===== src/rtl/gshare_btb_pkg.sv =====
// Shared constants and types for the gshare branch predictor / BTB.
package gshare_btb_pkg;
    localparam int ADDR_W          = 32;
    localparam int DEF_BTB_ENTRIES = 64;
    localparam int DEF_PHT_ENTRIES = 256;
    localparam int DEF_GHR_LEN     = 8;

    typedef enum logic [1:0] {
        SNT = 2'd0,
        WNT = 2'd1,
        WT  = 2'd2,
        ST  = 2'd3
    } ctr_e;
endpackage


===== src/rtl/gshare_btb_sat.sv =====
// 2-bit saturating counter next-state logic for PHT training.
module sat_counter2
    import gshare_btb_pkg::*;
(
    input  logic [1:0] cur,
    input  logic       inc,
    output logic [1:0] nxt
);
    always_comb begin
        nxt = cur;
        if (inc) begin
            if (cur != ST) nxt = cur + 2'd1;
        end else begin
            if (cur != SNT) nxt = cur - 2'd1;
        end
    end
endmodule


===== src/rtl/gshare_btb.sv =====
// Gshare direction predictor plus direct-mapped BTB; combinational lookup,
// speculative global history with recovery from resolved mispredicts.
module gshare_btb
    import gshare_btb_pkg::*;
#(
    parameter int BTB_ENTRIES = DEF_BTB_ENTRIES,
    parameter int PHT_ENTRIES = DEF_PHT_ENTRIES,
    parameter int GHR_LEN     = DEF_GHR_LEN,
    localparam int GW         = (GHR_LEN > 0) ? GHR_LEN : 1
) (
    input  logic              clk,
    input  logic              rst,
    input  logic              flush,
    input  logic              if_valid,
    input  logic [ADDR_W-1:0] pc_if,
    output logic              je,
    output logic [ADDR_W-1:0] jdest,
    output logic [GW-1:0]     pred_ghr,
    input  logic              upd_valid,
    input  logic [ADDR_W-1:0] upd_pc,
    input  logic              upd_taken,
    input  logic [ADDR_W-1:0] upd_dest,
    input  logic [GW-1:0]     upd_ghr,
    input  logic              upd_mispredict
);
    localparam int BI = $clog2(BTB_ENTRIES);
    localparam int PI = $clog2(PHT_ENTRIES);
    localparam int TW = ADDR_W - BI - 2;

    logic [BTB_ENTRIES-1:0] btb_valid_q, btb_valid_d;
    logic [TW-1:0]          btb_tag_q [BTB_ENTRIES];
    logic [TW-1:0]          btb_tag_d [BTB_ENTRIES];
    logic [ADDR_W-1:0]      btb_tgt_q [BTB_ENTRIES];
    logic [ADDR_W-1:0]      btb_tgt_d [BTB_ENTRIES];
    logic [1:0]             pht_q [PHT_ENTRIES];
    logic [1:0]             pht_d [PHT_ENTRIES];
    logic [GW-1:0]          ghr_q, ghr_d;

    logic [BI-1:0] lk_bidx, up_bidx;
    logic [TW-1:0] lk_tag, up_tag;
    logic [PI-1:0] lk_pidx, up_pidx;
    logic          lk_hit, upd_en;
    logic [1:0]    ctr_nxt;
    logic [GW:0]   spec_w, rec_w;

    assign lk_bidx = pc_if[BI+1:2];
    assign lk_tag  = pc_if[ADDR_W-1:BI+2];
    assign lk_pidx = pc_if[PI+1:2] ^ PI'(ghr_q);
    assign up_bidx = upd_pc[BI+1:2];
    assign up_tag  = upd_pc[ADDR_W-1:BI+2];
    assign up_pidx = upd_pc[PI+1:2] ^ PI'(upd_ghr);
    assign upd_en  = upd_valid && !rst;

    // Lookup reads only _q state, so a same-cycle update is invisible here.
    assign lk_hit   = !rst && if_valid && btb_valid_q[lk_bidx] && (btb_tag_q[lk_bidx] == lk_tag);
    assign je       = lk_hit && pht_q[lk_pidx][1];
    assign jdest    = je ? btb_tgt_q[lk_bidx] : '0;
    assign pred_ghr = rst ? '0 : ghr_q;

    assign spec_w = {ghr_q, je};
    assign rec_w  = {upd_ghr, upd_taken};

    sat_counter2 u_ctr (
        .cur (pht_q[up_pidx]),
        .inc (upd_taken),
        .nxt (ctr_nxt)
    );

    always_comb begin
        btb_valid_d = btb_valid_q;
        btb_tag_d   = btb_tag_q;
        btb_tgt_d   = btb_tgt_q;
        pht_d       = pht_q;
        ghr_d       = ghr_q;
        if (upd_en) pht_d[up_pidx] = ctr_nxt;
        if (upd_en && upd_taken && !flush) begin
            btb_valid_d[up_bidx] = 1'b1;
            btb_tag_d[up_bidx]   = up_tag;
            btb_tgt_d[up_bidx]   = upd_dest;
        end
        if (flush) btb_valid_d = '0;
        // Recovery restores the committed path and beats any speculative shift.
        if (upd_en && upd_mispredict) ghr_d = rec_w[GW-1:0];
        else if (lk_hit)              ghr_d = spec_w[GW-1:0];
        if (GHR_LEN == 0) ghr_d = '0;
    end

    always_ff @(posedge clk) begin
        if (rst) begin
            btb_valid_q <= '0;
            for (int i = 0; i < PHT_ENTRIES; i++) pht_q[i] <= WNT;
            ghr_q <= '0;
        end else begin
            btb_valid_q <= btb_valid_d;
            pht_q       <= pht_d;
            ghr_q       <= ghr_d;
        end
        btb_tag_q <= btb_tag_d;
        btb_tgt_q <= btb_tgt_d;
    end

    logic unused_bits;
    assign unused_bits = ^{pc_if[1:0], upd_pc[1:0], spec_w[GW], rec_w[GW]};
endmodule


===== config.mk =====
export PLATFORM = sky130hd
export DESIGN_NAME = gshare_btb
export DESIGN_NICKNAME = d
export VERILOG_FILES = /design/src/rtl/gshare_btb_pkg.sv /design/src/rtl/gshare_btb_sat.sv /design/src/rtl/gshare_btb.sv
export SDC_FILE = /design/constraint.sdc
export NUM_CORES = 2
export LEC_CHECK = 0
export ABC_CLOCK_PERIOD_IN_PS = 7800
export CORE_MARGIN = 4
export CORE_UTILIZATION = 63
export DETAILED_ROUTE_END_ITERATION = 10
export HOLD_SLACK_MARGIN = 0.02
export PLACE_DENSITY_LB_ADDON = 0.12
export REMOVE_ABC_BUFFERS = 1
export SLEW_MARGIN = 30
export SYNTH_ARGS = -nofsm -noshare
export SYNTH_HDL_FRONTEND = slang
export SYNTH_HIERARCHICAL = 1
export SYNTH_SLANG_ARGS = --single-unit

===== constraint.sdc =====
create_clock -name clk -period 7.8 [get_ports clk]
set_clock_uncertainty 0.05 [all_clocks]
set_input_delay 0.78 -clock clk [delete_from_list [all_inputs] [get_ports clk]]
set_output_delay 0.78 -clock clk [all_outputs]
set_load 0.02 [all_outputs]

==> impl_metrics.json <==
{
  "cts-htree-levels": 5,
  "ctsLongestPathBuffers": 4,
  "met2WireLength_mm": 229,
  "finalSetupViolations": 0,
  "synthTopCellsByCount": "3584 x edfxtp_1, 1150 x mux4_2, 654 x nand2_1",
  "synthDistinctLibCells": 84,
  "worstSetupEndpointType": "output port",
  "synth_cells": 8963,
  "fmax_ghz": 0.131,
  "vias": 94300,
  "slew_viol_final": 0,
  "core-area_sq_mm": 0.263,
  "pin_count": 152,
  "min_path_type": "input port to register",
  "wl_per_cell_um": 36.9,
  "drt-total-wl_mm": 483,
  "yosys.area_share.simple": 0.0461,
  "yosys.area.top_type": "edfxtp_1",
  "cts_root_buffer": "clkbuf_16",
  "cp_data_required_time_ns": 6.97,
  "rows": 188,
  "holdPathEnd": "btb_tgt_q[1108]",
  "post_dp_cell_area_sq_mm": 0.174,
  "fin_tns_setup_ns": 0,
  "die_h_um": 523,
  "multiInputGateArea_sq_mm": 0.0453,
  "crit_arrival_ns": 6.79,
  "ant_nets": 0,
  "yosysMostFrequentCell": "edfxtp_1",
  "final_cells": 13100,
  "syn_area_sq_mm": 0.167,
  "wl_met3_mm": 59.0,
  "fill_cells": 15900,
  "nNetsFinal": 9332,
  "status": "finished clean",
  "path_class": "input port to output port",
  "regArea_sq_mm": 0.119,
  "async_reset_ff_frac": 0,
  "powerDensity_mw_per_mm2": 246,
  "ys_seq_elements": 4168,
  "synthXorXnorAreaFrac": 0.00199,
  "maxCapViolCount": 0,
  "min_period_ns": 7.62,
  "start_kind": "input port",
  "yosys_warnings": 6,
  "ctsHoldBuffers": 0,
  "hold_viol": 0,
  "drc": 0,
  "cts_tree": "yes",
  "synthTopCellsByArea": "edfxtp_1 65%, mux4_2 16%, dfxtp_1 7.0%, mux2i_1 1.9%, nand2_1 1.5%",
  "synth_ff_type": "edfxtp_1",
  "slowest_delay_ns": 0.79,
  "pre_cts_slack_ns": 0.356,
  "regToRegStartpoint": "ghr_q[1]",
  "drive_gt1_frac": 0.240,
  "synth-seq-area-share": 0.715,
  "min_period_over_period": 0.977,
  "synth_compound_area_frac": 0.0422,
  "routed_via_density": 7.21,
  "crit_chain": "buf_8 -> buf_12 -> nor2b_1 -> a22oi_1 -> nand4_1 -> o31ai_1 -> nor4_1 -> buf_4 -> o221ai_1 -> nor4_1 -> nand4_4 -> nor2_4 -> buf_12 -> and2_1 -> clkdlybuf4s50_1",
  "synth-adder-area-share": 0.000135,
  "dpl.hpwl_mm": 262,
  "slowest_stage": "nor2_4",
  "r2r_slack_ns": 2.99,
  "peakVddDrop_mv": 0.238,
  "cts_resized": 0,
  "start_util": 0.634,
  "clkLatencyLatePin_ns": 0.94,
  "die_area_sq_mm": 0.273,
  "r2r_cells": 13,
  "grtUsageTotal": 0.356,
  "r2r_end": "ghr_q[0]",
  "whs_ns": 0.213,
  "rsz0062_at_grt": "no",
  "portBuffers": 147,
  "cts_buffers": 410,
  "finalWeightedCongestion": 0.879,
  "leakagePower_uw": 0.0599,
  "synth_top_family_by_area": "multiplexers",
  "relSlewSlack": 0.298,
  "gr-total-overflow": 0,
  "synth.avg_cell_area_sq_um": 18.6,
  "dp.cells": 12300,
  "grt_pass1_wl_mm": 684,
  "worst-path-stages": 15,
  "timing.final.ws_setup_ns": 0.179,
  "firstDrtPassIters": 7,
  "cp_max_fo": 49,
  "highest_layer": "met5",
  "areaGrowthSynthToFinish_pct": 12.4,
  "synth_edf_count": 3584,
  "whs_path_depth": 1,
  "tightest_slew_ns": 1.03,
  "final_area_sq_mm": 0.188,
  "cts.sinks": 4168,
  "cp_top_family": "simple AND/OR/NAND/NOR gates",
  "antenna_found_initial": 24,
  "grt_max_degree": 216,
  "synth_top_area_frac": 0.645,
  "grt_pass1_vias": 92300,
  "dr.first_iter.drc_count": 14500,
  "m1WireLength_mm": 169,
  "crit_buf_inv": 5,
  "synthMuxAreaShare": 0.176,
  "die_w_um": 523,
  "min_from": "upd_dest[20]",
  "clk_pin_slew_ns": 0.06,
  "post_cts_buffers": 0
}
-- where the power goes --
group / switching (uW) / leakage (uW) / internal (uW)
clock: 8370 / 0.00637 / 11000
sequential: 12.4 / 0.0369 / 24200
combinational: 1540 / 0.0166 / 907
-- worst max path at each step --
stage | from | end | slack (ns)
5_1_grt | pc_if[3] | jdest[13] | 0.17
2_1_floorplan | upd_ghr[0] | pht_q[101] | -9.08
3_3_place_gp | pc_if[2] | jdest[19] | -0.13
6_report | pc_if[3] | jdest[13] | 0.18
4_1_cts | pc_if[3] | jdest[13] | 0.30
3_5_place_dp | pc_if[3] | jdest[13] | 0.36
-- registers in the layout (all words and copies together), names as in the netlist --
register and count:
pht_q 512, btb_tgt_q 2048, btb_valid_q 64, btb_tag_q 1536, ghr_q 8
-- final cells by class --
type | count | area share
Clock inverter | 225 | 0.0112
Inverter | 13 | 0.000320
Antenna cell | 19 | 0.000253
Sequential cell | 4168 | 0.636
Clock buffer | 520 | 0.0585
Timing Repair Buffer | 507 | 0.0284
Multi-Input combinational cell | 4121 | 0.242
Tap cell | 3515 | 0.0234
-- routing by layer --
layer	track usage	vias to the layer above
li1	-	37200
met1	0.491	49200
met2	0.554	6611
met3	0.0777	1297
met4	0.160	6
met5	0	-
-- cells in the final DEF, fill, tap and decap left out, types with 81 or more instances in the layout --
master           count
clkbuf_16          414
mux2i_1            321
mux4_2            1150
a22oi_1            163
nor2_4              81
clkbuf_1            84
clkdlybuf4s50_1    101
nand3_1            310
dfxtp_1            584
and3_1             277
clkinv_1           103
a211o_1            261
a21oi_1            298
buf_4              301
nand2_1            654
edfxtp_1          3584
-- through the flow --
step                 util  total power (uW)
detailed placement  0.662             27100
global placement    0.661             27000
finish              0.713             46100
CTS                 0.712             46100
global route        0.713             47300
floorplan               -             25900
-- cells by family (layout without fill, tap and decap cells) --
kind of cell | after synthesis | in the layout
and+or+nand+nor | 1599 | 1599
DFF | 4168 | 4168
other | 0 | 19
muxes | 1499 | 1499
adders and majority gates | 2 | 2
AOI/OAI and AO/OA | 984 | 984
buffers and inverters | 674 | 1265
xor gates and xnor gates | 37 | 37
No activity file was read; power rests on OpenSTA's default activity.
